===== config.mk =====
export PLATFORM = sky130hd
export DESIGN_NAME = hex_scan_controller
export DESIGN_NICKNAME = d
export VERILOG_FILES = /design/src/rtl/hex_scan_controller.sv
export SDC_FILE = /design/constraint.sdc
export NUM_CORES = 1
export LEC_CHECK = 0
export CORE_ASPECT_RATIO = 2
export CORE_MARGIN = 2
export CORE_UTILIZATION = 52
export CTS_BUF_LIST = sky130_fd_sc_hd__clkbuf_8
export CTS_CLUSTER_DIAMETER = 30
export DETAILED_ROUTE_END_ITERATION = 10
export GPL_TIMING_DRIVEN = 0
export PLACE_DENSITY = 0.91
export SLEW_MARGIN = 20
export SYNTH_ARGS = -nofsm -noshare
export SYNTH_HDL_FRONTEND = slang
export SYNTH_SLANG_ARGS = --single-unit

===== constraint.sdc =====
create_clock -name clk -period 2.2 [get_ports clk]
set_input_delay 0.66 -clock clk [delete_from_list [all_inputs] [get_ports clk]]
set_output_delay 0.66 -clock clk [all_outputs]
set_load 0.005 [all_outputs]

===== src/rtl/hex_scan_controller.sv =====
// Multiplexes one shared hex-to-7-segment decoder across NUM_DIGITS common-anode
// digits, with a dark guard at the start of every slot and double-buffered values.
module hex_scan_controller #(
  parameter int unsigned NUM_DIGITS   = 4,
  parameter int unsigned SCAN_DIV     = 8,
  parameter int unsigned BLANK_CYCLES = 2
) (
  input  logic                      clk,
  input  logic                      rst_n,
  input  logic                      enable,
  input  logic                      load,
  input  logic [4*NUM_DIGITS-1:0]   value_in,
  input  logic [NUM_DIGITS-1:0]     blank_mask,
  output logic [3:0]                nibble,
  input  logic [6:0]                seg_in,
  output logic [6:0]                seg_out,
  output logic [NUM_DIGITS-1:0]     digit_en_n,
  output logic                      frame_done
);

  localparam int unsigned SHOW_CYCLES = SCAN_DIV - BLANK_CYCLES;
  localparam int unsigned CNT_W       = $clog2(SCAN_DIV);
  localparam int unsigned DIG_W       = $clog2(NUM_DIGITS);
  localparam int unsigned VAL_W       = 4 * NUM_DIGITS;
  localparam logic [6:0]  SEG_DARK    = 7'h7F;

  typedef enum logic {
    ST_BLANK = 1'b0,
    ST_SHOW  = 1'b1
  } state_e;

  state_e                  state_q, state_d;
  logic [CNT_W-1:0]        cnt_q, cnt_d;
  logic [DIG_W-1:0]        digit_q, digit_d;
  logic [VAL_W-1:0]        pending_q, pending_d;
  logic [VAL_W-1:0]        active_q, active_d;
  logic [6:0]              seg_out_q, seg_out_d;
  logic [NUM_DIGITS-1:0]   digit_en_n_q, digit_en_n_d;
  logic                    frame_done_q, frame_done_d;

  logic                    blank_end;
  logic                    show_end;
  logic                    last_digit;
  logic                    digit_dark;

  assign blank_end  = (cnt_q == CNT_W'(BLANK_CYCLES - 1));
  assign show_end   = (cnt_q == CNT_W'(SHOW_CYCLES - 1));
  assign last_digit = (digit_q == DIG_W'(NUM_DIGITS - 1));
  assign digit_dark = blank_mask[digit_q];

  // Decoder feed: select the active nibble of the digit currently being scanned.
  always_comb begin
    nibble = 4'h0;
    for (int unsigned k = 0; k < NUM_DIGITS; k++) begin
      if (digit_q == DIG_W'(k)) begin
        nibble = active_q[4*k +: 4];
      end
    end
  end

  // Next-state, buffering and registered-output logic.
  always_comb begin
    state_d      = state_q;
    cnt_d        = cnt_q;
    digit_d      = digit_q;
    pending_d    = load ? value_in : pending_q;
    active_d     = active_q;
    seg_out_d    = SEG_DARK;
    digit_en_n_d = '1;
    frame_done_d = 1'b0;

    if (enable) begin
      case (state_q)
        ST_BLANK: begin
          if (blank_end) begin
            state_d = ST_SHOW;
            cnt_d   = '0;
          end else begin
            cnt_d = cnt_q + CNT_W'(1);
          end
        end

        ST_SHOW: begin
          if (!digit_dark) begin
            seg_out_d    = seg_in;
            digit_en_n_d = ~(NUM_DIGITS'(1) << digit_q);
          end
          if (show_end) begin
            state_d = ST_BLANK;
            cnt_d   = '0;
            if (last_digit) begin
              // Wrap edge: commit so the new frame starts with coherent data.
              digit_d      = '0;
              frame_done_d = 1'b1;
              active_d     = pending_d;
            end else begin
              digit_d = digit_q + DIG_W'(1);
            end
          end else begin
            cnt_d = cnt_q + CNT_W'(1);
          end
        end

        default: begin
          state_d = ST_BLANK;
          cnt_d   = '0;
        end
      endcase
    end
  end

  // State and output registers.
  always_ff @(posedge clk or negedge rst_n) begin
    if (!rst_n) begin
      state_q      <= ST_BLANK;
      cnt_q        <= '0;
      digit_q      <= '0;
      pending_q    <= '0;
      active_q     <= '0;
      seg_out_q    <= SEG_DARK;
      digit_en_n_q <= '1;
      frame_done_q <= 1'b0;
    end else begin
      state_q      <= state_d;
      cnt_q        <= cnt_d;
      digit_q      <= digit_d;
      pending_q    <= pending_d;
      active_q     <= active_d;
      seg_out_q    <= seg_out_d;
      digit_en_n_q <= digit_en_n_d;
      frame_done_q <= frame_done_d;
    end
  end

  assign seg_out    = seg_out_q;
  assign digit_en_n = digit_en_n_q;
  assign frame_done = frame_done_q;

endmodule


# ---- Word level (Yosys, flattened, before mapping)
# Cells that the tools add are included.
dict set report totals {
  reg_bits 50
  out_inout_bits 16
}
dict set report classes {
  n_eq_ne 5
  n_reduce_logical 3
  n_mux 24
  add_sub_neg 2
  n_bitwise 2
  magnitude_cmp 1
  n_shift 1
}
# operator count
set ops {}
lappend ops {{two-way mux 4 bit} 7}
lappend ops {{two-way mux 7 bit} 3}
lappend ops {{two-way mux 16 bit} 1}
lappend ops {{two-way mux 1 bit} 7}
lappend ops {{two-way mux 3 bit} 2}
lappend ops {{one-hot mux 3 bit (2 select lines)} 1}
lappend ops {{== test 2 bit, second input constant} 2}
lappend ops {{NOT 4 bit} 1}
lappend ops {{AND reduction 4 bit} 1}
lappend ops {{<< shifter 1 x 2 -> 4 bit, first input constant} 1}
lappend ops {{adder 3 x 1 -> 3 bit, second input constant} 1}
lappend ops {{== test 3 x 1 -> 1 bit, second input constant} 1}
lappend ops {{== test 3 bit, second input constant} 1}
lappend ops {{< comparator 2 x 3 -> 1 bit, second input constant} 1}
lappend ops {{AND reduction 3 bit} 1}
lappend ops {{adder 2 x 1 -> 2 bit, second input constant} 1}
lappend ops {{binary-select mux 1 bit (select 2 bit)} 1}
lappend ops {{== test 2 x 1 -> 1 bit, second input constant} 1}
lappend ops {{logical NOT 2 bit} 1}
lappend ops {{two-way mux 2 bit} 1}
lappend ops {{one-hot mux 1 bit (2 select lines)} 1}
lappend ops {{NOT 1 bit} 1}

# ---- Logic depth before layout (Yosys ltp)
# Gate-level depths: netlist of run 1.
dict set report depth {
  depth_word 5
  ltp_mapped 6
}

# ---- Worst setup path before layout of run 1
# No wires, ideal clock.
dict set report synth_timing {
  path_type {reg-to-output}
  startpoint {reg digit_q[0]}
  endpoint {out nibble[0]}
  stages_incl_launch_ff 7
  slack_ns 0.317
  arrival_ns 1.223
  path_cell_list {dfrtp_1 -> inv_1 -> ha_1 -> clkbuf_1 -> a21oi_1 -> o21ai_0 -> a22o_1}
}
dict set report synth_between {
  elab_chain_len 5
  word_cells_on_any_way 8
  classes_between {3 x eq/ne; 4 x mux; 1 x reduce/logical}
}
# element line_no
set synth_rtl {}
lappend synth_rtl {{start: declaration} 34} ;# logic [DIG_W-1:0] digit_q, digit_d;
lappend synth_rtl {{start signal: assignment} 126} ;# digit_q <= digit_d;
lappend synth_rtl {{logical NOT 2 bit} 55} ;# if (digit_q == DIG_W'(k)) begin
lappend synth_rtl {{two-way mux 4 bit (3 in a row)} 55}
lappend synth_rtl {{two-way mux 4 bit (*)} 55}
lappend synth_rtl {{end: declaration} 14} ;# output logic [3:0] nibble,
# Mark *: on every way between the ends. The rest lies on a longest branch, timed or not.

# ---- Final worst setup path of run 1
dict set report layout_timing {
  startpoint {reg digit_q[1]}
  endpoint {out nibble[2]}
}
# The elaborated chain is that of the path after synthesis.

==> results by group, run 1 <==
Setup path
  – Worst setup path class: register to output port
  – Max FO, Critical Path: 7
  – Worst Setup Start Kind: register
  – Arr. time, crit path: 1.65 ns
  – Req. time, crit path: 1.54 ns
  – Crit. End Element: output port

Yosys
  – Ys Warns: 0
  – Register area share after synthesis: 0.5989
  – Post-synth cell types: 23
  – Cell Area, Synth: 0.002112 mm2
  – Gate Count Post-Synth: 151
  – Syn Area/Cell: 13.99 um2
  – Synth Register Bits: 50
  – Mapped Nets: 186

Timing
  – Final setup skew: 0.005162 ns
  – Setup-failing EPs final: 3
  – Min setup slack post-route: -0.1077 ns
  – Slew Limit Fails: 0
  – Slew at the pin with the worst max-slew slack: 0.5779 ns
  – RSZ-0062 raised after global routing: true
  – Minimum clock period: 2.308 ns
  – Slew margin rel.: 0.6148
  – Final Hold Slack: 0.3451 ns
  – Fin. Hold Viols: 0
  – Achievable clock frequency: 433.3 MHz
  – Tcrit/Tclk final: 1.049

Final layout
  – Final Util: 0.7519
  – Commonest non-fill, non-tap cells in the layout: clkdlybuf4s50_1, dfrtp_1, mux2_2
  – Ant diodes: 0
  – Share of layout cells above drive strength 1: 0.4495
  – Final-stage net count: 252
  – Area delta synth->final: 38.27%
  – Most common cell after layout, fill and taps aside: clkdlybuf4s50_1

Die
  – Die H: 94.13 um
  – Die Area: 0.004618 mm2
  – Top-Level Pins: 47
  – Site row count: 32
  – Die width: 49.07 um
  – Core area: 0.003884 mm2
  – Initial Util: 0.5438

Global routing
  – Initial antenna violation count: 0
  – Met1 Usage GRT: 0.2422
  – Vias in the first global route: 1564
  – Largest net degree at the start of global routing: 27
  – Met2 usage: 0.4099
  – Met3 Use GR: 0.05414
  – Top Usage Layer GRT: met2
  – GRT Util Overall: 0.2331
  – Global-route wire length before repair: 7748 um
  – GR Overflow Total: 0

Routing
  – Pre-antenna DRT Iters: 4
  – Drt first-iter violations: 13
  – Residual DRC: 0
  – Residual antenna-violating net count after detailed routing: 0
  – Vias: 1407
  – DR vias/cell: 5.230
  – WL final: 4644 um
  – WL/cell: 17.26 um

Clock tree
  – Clock tree root buffer cell: clkbuf_8
  – Clk Latency, worst-skew pair: 0.31 ns
  – CTS Buf Count: 5
  – Worst-path clk slew: 0.08 ns
  – CTS tree: yes
  – Htree depth: 2
  – Longest Clk Path Bufs: 2
  – CTS sink count: 50

Outcome
  – Status: finished with violations
  – Violated checks: negative setup slack

Flow run
  – Maxcap violations: 0

Pwr
  – Leakage: 1.266 nW
  – Power Density: 968.9 mW/mm2
  – Worst VDD drop: 0.0007548 V

Placement
  – Count of input and output buffers: 45
  – GPL Wtd Cong: 0.7318
  – Dpl hpwl: 2972 um
  – Setup WS pre-CTS: -0.3579 ns

Min path
  – Hold Crit Class: input pin to async pin
-- routing by layer --
metal | part of all wire | wire (um)
met5 | 0 | 0
met4 | 0.041 | 190
met3 | 0.031 | 146
met2 | 0.58 | 2682
met1 | 0.35 | 1625
-- registers in the layout (all words and copies together), names as in the netlist, named ones only --
register    flops
active_q       16
pending_q      16
seg_out         7
digit_en_n      4
cnt_q           3
digit_q         2
frame_done      1
-- where the power goes --
part,total [W],switching (W),internal [W]
clock network,0.000537,0.000288,0.000249
logic,0.00107,0.000465,0.000606
registers,0.00122,0.000133,0.00109
-- final cells by class --
| cell class | count | area [um2] |
|---|---|---|
| flip-flops and latches | 50 | 1267 |
| fillers | 245 | 963.4 |
| multi-input cells | 89 | 852.1 |
| repair buffers | 62 | 589.3 |
| clock buffers | 6 | 82.58 |
| well taps | 51 | 63.81 |
| plain buffers | 3 | 28.78 |
| inverters | 6 | 27.53 |
| clock inverters | 2 | 8.758 |
-- per-stage QoR --
| stage | total power, W | instance area (um2) | setup TNS, ns | std cells |
|---|---|---|---|---|
| after global routing | 0.003001 | 2920 | -0.5355 | 269 |
| after floorplan | 0.001626 | 2112 | 0 | 151 |
| after detailed placement | 0.001964 | 2649 | -6.005 | 248 |
| final | 0.002829 | 2920 | -0.2779 | 269 |
| after global placement | 0.001924 | 2626 | -41.91 | 247 |
| after CTS | 0.002800 | 2925 | -0.2241 | 269 |
-- critical path: stages, from the launching register on --
cell and delay (ns):
dfrtp_2 0.45, inv_4 0.07, ha_4 0.19, buf_6 0.12
a21oi_2 0.11, o21ai_1 0.08, a22o_1 0.19, buf_2 0.13
-- timing repair --
| action | in CTS | in global routing |
|---|---|---|
| hold buffers | 0 | 0 |
| pin swaps | 7 | 3 |
| cloned | 0 | 0 |
| resized for setup | 38 | 1 |
| setup endpoints to repair | 13 | 4 |
| buffers inserted | 16 | 0 |
-- logic make-up after synthesis --
family	Yosys count	share of synthesized area
flip-flops	50	0.5989
multiplexers	35	0.2079
AND/OR/NAND/NOR	27	0.07464
AO/OA/AOI/OAI	21	0.05687
buffers and inverters	12	0.02962
adder cells (fa/ha/maj)	4	0.02370
XOR/XNOR	2	0.008295
-- final timing paths --
path                                       to  cells past startpoint          from  slack (ns)
worst max-delay path                nibble[2]                      7    digit_q[1]       -0.11
worst min-delay path               digit_q[0]                      1         rst_n        0.35
worst max register to register    active_q[4]                      7    digit_q[1]        0.22
worst min register to register   pending_q[3]                      1  pending_q[3]        0.50
max in group asynchronous       pending_q[14]                      2         rst_n        1.34
min in group clk                 pending_q[3]                      1  pending_q[3]        0.50
-- synth_stat cells --
| cell | number | area share |
|---|---|---|
| and2b_1 | 1 | 0.0036 |
| clkbuf_1 | 4 | 0.0071 |
| or3_2 | 7 | 0.025 |
| ha_1 | 4 | 0.024 |
| o21ai_0 | 9 | 0.021 |
| nand4_1 | 1 | 0.0030 |
| dfrtp_1 | 39 | 0.46 |
| mux2_4 | 9 | 0.064 |
| a21oi_1 | 8 | 0.019 |
| a22o_1 | 4 | 0.017 |
| mux2_2 | 25 | 0.13 |
| dfstp_2 | 11 | 0.14 |
| xor2_1 | 1 | 0.0041 |
| nand2_4 | 1 | 0.0053 |
| nor2_1 | 3 | 0.0053 |
| inv_1 | 6 | 0.011 |
| mux4_2 | 1 | 0.011 |
| buf_2 | 1 | 0.0024 |
| nand3_1 | 1 | 0.0024 |
| xnor2_1 | 1 | 0.0041 |
| nor3b_4 | 1 | 0.0089 |
| buf_12 | 1 | 0.0095 |
| nand2_1 | 12 | 0.021 |
(Power assumes the default switching activity.)
==> run 2, diff against run 1 <==
--- a/config.mk
+++ b/config.mk
@@ -7,12 +7,12 @@
 export LEC_CHECK = 0
 export CORE_ASPECT_RATIO = 2
 export CORE_MARGIN = 2
-export CORE_UTILIZATION = 52
+export CORE_UTILIZATION = 56
 export CTS_BUF_LIST = sky130_fd_sc_hd__clkbuf_8
 export CTS_CLUSTER_DIAMETER = 30
 export DETAILED_ROUTE_END_ITERATION = 10
 export GPL_TIMING_DRIVEN = 0
-export PLACE_DENSITY = 0.91
+export PLACE_DENSITY = 0.95
 export SLEW_MARGIN = 20
 export SYNTH_ARGS = -nofsm -noshare
 export SYNTH_HDL_FRONTEND = slang
==> constraint.sdc (replaced) <==
create_clock -name clk -period 2.98 [get_ports clk]
set_input_delay 0.894 -clock clk [delete_from_list [all_inputs] [get_ports clk]]
set_output_delay 0.894 -clock clk [all_outputs]
set_load 0.005 [all_outputs]
==> results by group, run 2 (synthesized netlist as in run 1, its figures left out) <==
Final layout
  – Ant diodes: 0 (unchanged)
  – Final-stage net count: 237 (-6.0%)
  – FILL cells: 231 (-5.7%)
  – Commonest non-fill, non-tap cells in the layout: clkdlybuf4s50_1, dfrtp_1, mux2_2
  – Area delta synth->final: 33.53%
  – Share of layout cells above drive strength 1: 0.3744 (-0.07516)
  – Final Util: 0.7818 (+0.02989)
  – Most common cell after layout, fill and taps aside: clkdlybuf4s50_1

Setup path
  – Worst setup path class: register to output port
  – Req. time, crit path: 2.09 ns (+0.55 ns)
  – Delay-heaviest family, CP: buffers and inverters
  – Max incr delay on CP: 0.50 ns (+0.05 ns)
  – Max FO, Critical Path: 6 (-1)
  – Arr. time, crit path: 2.00 ns (+0.35 ns)
  – Crit. End Element: output port
  – Worst Setup Start Kind: register
  – WP buf/inv: 2 (-1)
  – Crit path max-delay cell type: clkdlybuf4s50_1
  – Crit-path cells: inv_2, ha_4, nand2_1, o21ai_0, a22o_1, clkdlybuf4s50_1

Global routing
  – Global-route wire length before repair: 7120 um (-8.1%)
  – Initial antenna violation count: 0 (unchanged)
  – GRT Util Overall: 0.2334 (+0.0002888)
  – Largest net degree at the start of global routing: 37 (+37%)
  – GR Overflow Total: 0 (unchanged)
  – Vias in the first global route: 1466 (-6.3%)

Clock tree
  – Worst-path clk slew: 0.09 ns (about the same)
  – Longest Clk Path Bufs: 2 (unchanged)
  – Htree depth: 2 (unchanged)
  – Clock tree root buffer cell: clkbuf_8
  – CTS Buf Count: 5 (unchanged)
  – CTS tree: yes
  – CTS sink count: 50 (unchanged)
  – Clk Latency, worst-skew pair: 0.31 ns (about the same)
  – Post-CTS Hold Buffers: 0 (unchanged)

Routing
  – Residual antenna-violating net count after detailed routing: 0 (unchanged)
  – WL final: 4623 um (-0.45%)
  – Drt first-iter violations: 21 (+8)
  – Residual DRC: 0 (unchanged)
  – DR vias/cell: 5.575 (+6.6%)
  – Pre-antenna DRT Iters: 4 (unchanged)
  – Vias: 1405 (-0.14%)
  – WL/cell: 18.35 um (+6.3%)

Placement
  – GPL Wtd Cong: 0.7559 (+3.3%)
  – Dpl hpwl: 3329 um (+12%)
  – Count of input and output buffers: 45 (unchanged)

Timing
  – Final setup skew: 0.01166 ns (+0.006495 ns)
  – Fin. Hold Viols: 0 (unchanged)
  – Minimum clock period: 2.895 ns
  – Slew margin rel.: 0.6632 (+0.04843)
  – Slew at the pin with the worst max-slew slack: 0.5047 ns (-0.07318 ns)
  – Slew Limit Fails: 0 (unchanged)
  – Tcrit/Tclk final: 0.9715
  – Achievable clock frequency: 345.4 MHz
  – Setup-failing EPs final: 0 (-3)

Pwr
  – Clk pwr share: 0.273 (+0.083)
  – NetSw: 0.0005980 W (-33%)
  – Power Density: 745.1 mW/mm2 (-23%)
  – Worst VDD drop: 0.0006643 V (-12%)
  – Post-route total power: 0.002101 W (-26%)
  – Sw frac: 0.2846 (-0.02888)
  – Int Power: 0.001503 W (-23%)
  – Leakage: 1.188 nW (-6.1%)
  – Comb power frac: 0.296 (-0.083)
  – Share of power burned in registers: 0.431 (about the same)

Die
  – Die Area: 0.004309 mm2 (-6.7%)
  – Initial Util: 0.5855 (+0.04169)
  – Die H: 90.85 um (-3.5%)
  – Die width: 47.43 um (-3.3%)
  – Site row count: 31 (-3.1%)
  – Core area: 0.003607 mm2 (-7.1%)
  – Top-Level Pins: 47 (unchanged)

Flow run
  – Maxcap violations: 0 (unchanged)

Outcome
  – Status: completed

Min path
  – Hold Crit Class: input pin to async pin
[run 2: cell types whose count changed in the layout (fill, tap and decap cells not counted), sizes merged]
cell	change
bufinv	+2
inv	-1
buf	-17
clkinv	-1
clkbuf	-1
clkdlybuf4s15	-1
clkdlybuf4s50	+4
[run 2: metrics by stage]
step	hold WS, ns	setup TNS (ns)	instance area [um2]	setup slack (ns)	cells
3_5_place_dp	0.4840	0	2639	0.1769	246
6_report	0.4709	0	2820	0.08505	252
3_3_place_gp	0.4794	-7.153	2624	-0.1850	245
5_1_grt	0.4873	-0.02045	2820	-0.02045	252
2_1_floorplan	0.4681	0	2112	0.8630	151
4_1_cts	0.4787	0	2776	0.01817	251
[run 2: power groups by stage]
stage	Clock (W)	Sequential [W]	Combinational, W
2_1_floorplan	0	0.000879	0.000321
3_3_place_gp	0	0.000888	0.000513
3_5_place_dp	0	0.000904	0.000555
4_1_cts	0.000577	0.000894	0.000569
5_1_grt	0.000610	0.000917	0.000682
6_report	0.000574	0.000905	0.000623
[run 2: path summary, 6_finish.rpt]
path | start | endpoint | slack (ns) | depth (start not counted)
worst max-delay path | digit_q[0] | nibble[3] | 0.09 | 6
min in group clk | pending_q[0] | pending_q[0] | 0.50 | 1
worst max register to register | digit_q[0] | active_q[8] | 0.93 | 5
worst min register to register | pending_q[0] | pending_q[0] | 0.50 | 1
worst min-delay path | rst_n | cnt_q[1] | 0.47 | 1
max in group asynchronous | rst_n | digit_en_n[0] | 1.96 | 2
[run 2: metal layers]
metal	wire length (um)	vias to the layer above	track usage
met3	167	13	0.05600
met1	1646	726	0.2592
li1	-	624	-
met5	0	-	0
met4	153	0	0.08796
met2	2656	42	0.3998
[run 2: final cells by class]
cell class	instances	area, um2	area share
plain buffers	3	28.78	0.01020
repair buffers	47	473.0	0.1677
multi-input cells	89	824.5	0.2924
clock buffers	6	82.58	0.02928
well taps	49	61.31	0.02174
flip-flops and latches	50	1267	0.4494
inverters	6	22.52	0.007986
clock inverters	2	60.06	0.02130
[run 2: repair_timing]
action | in CTS | in global routing
buffers inserted | 0 | 1
resized for setup | 3 | 9
endpoints found under the setup margin | 4 | 4
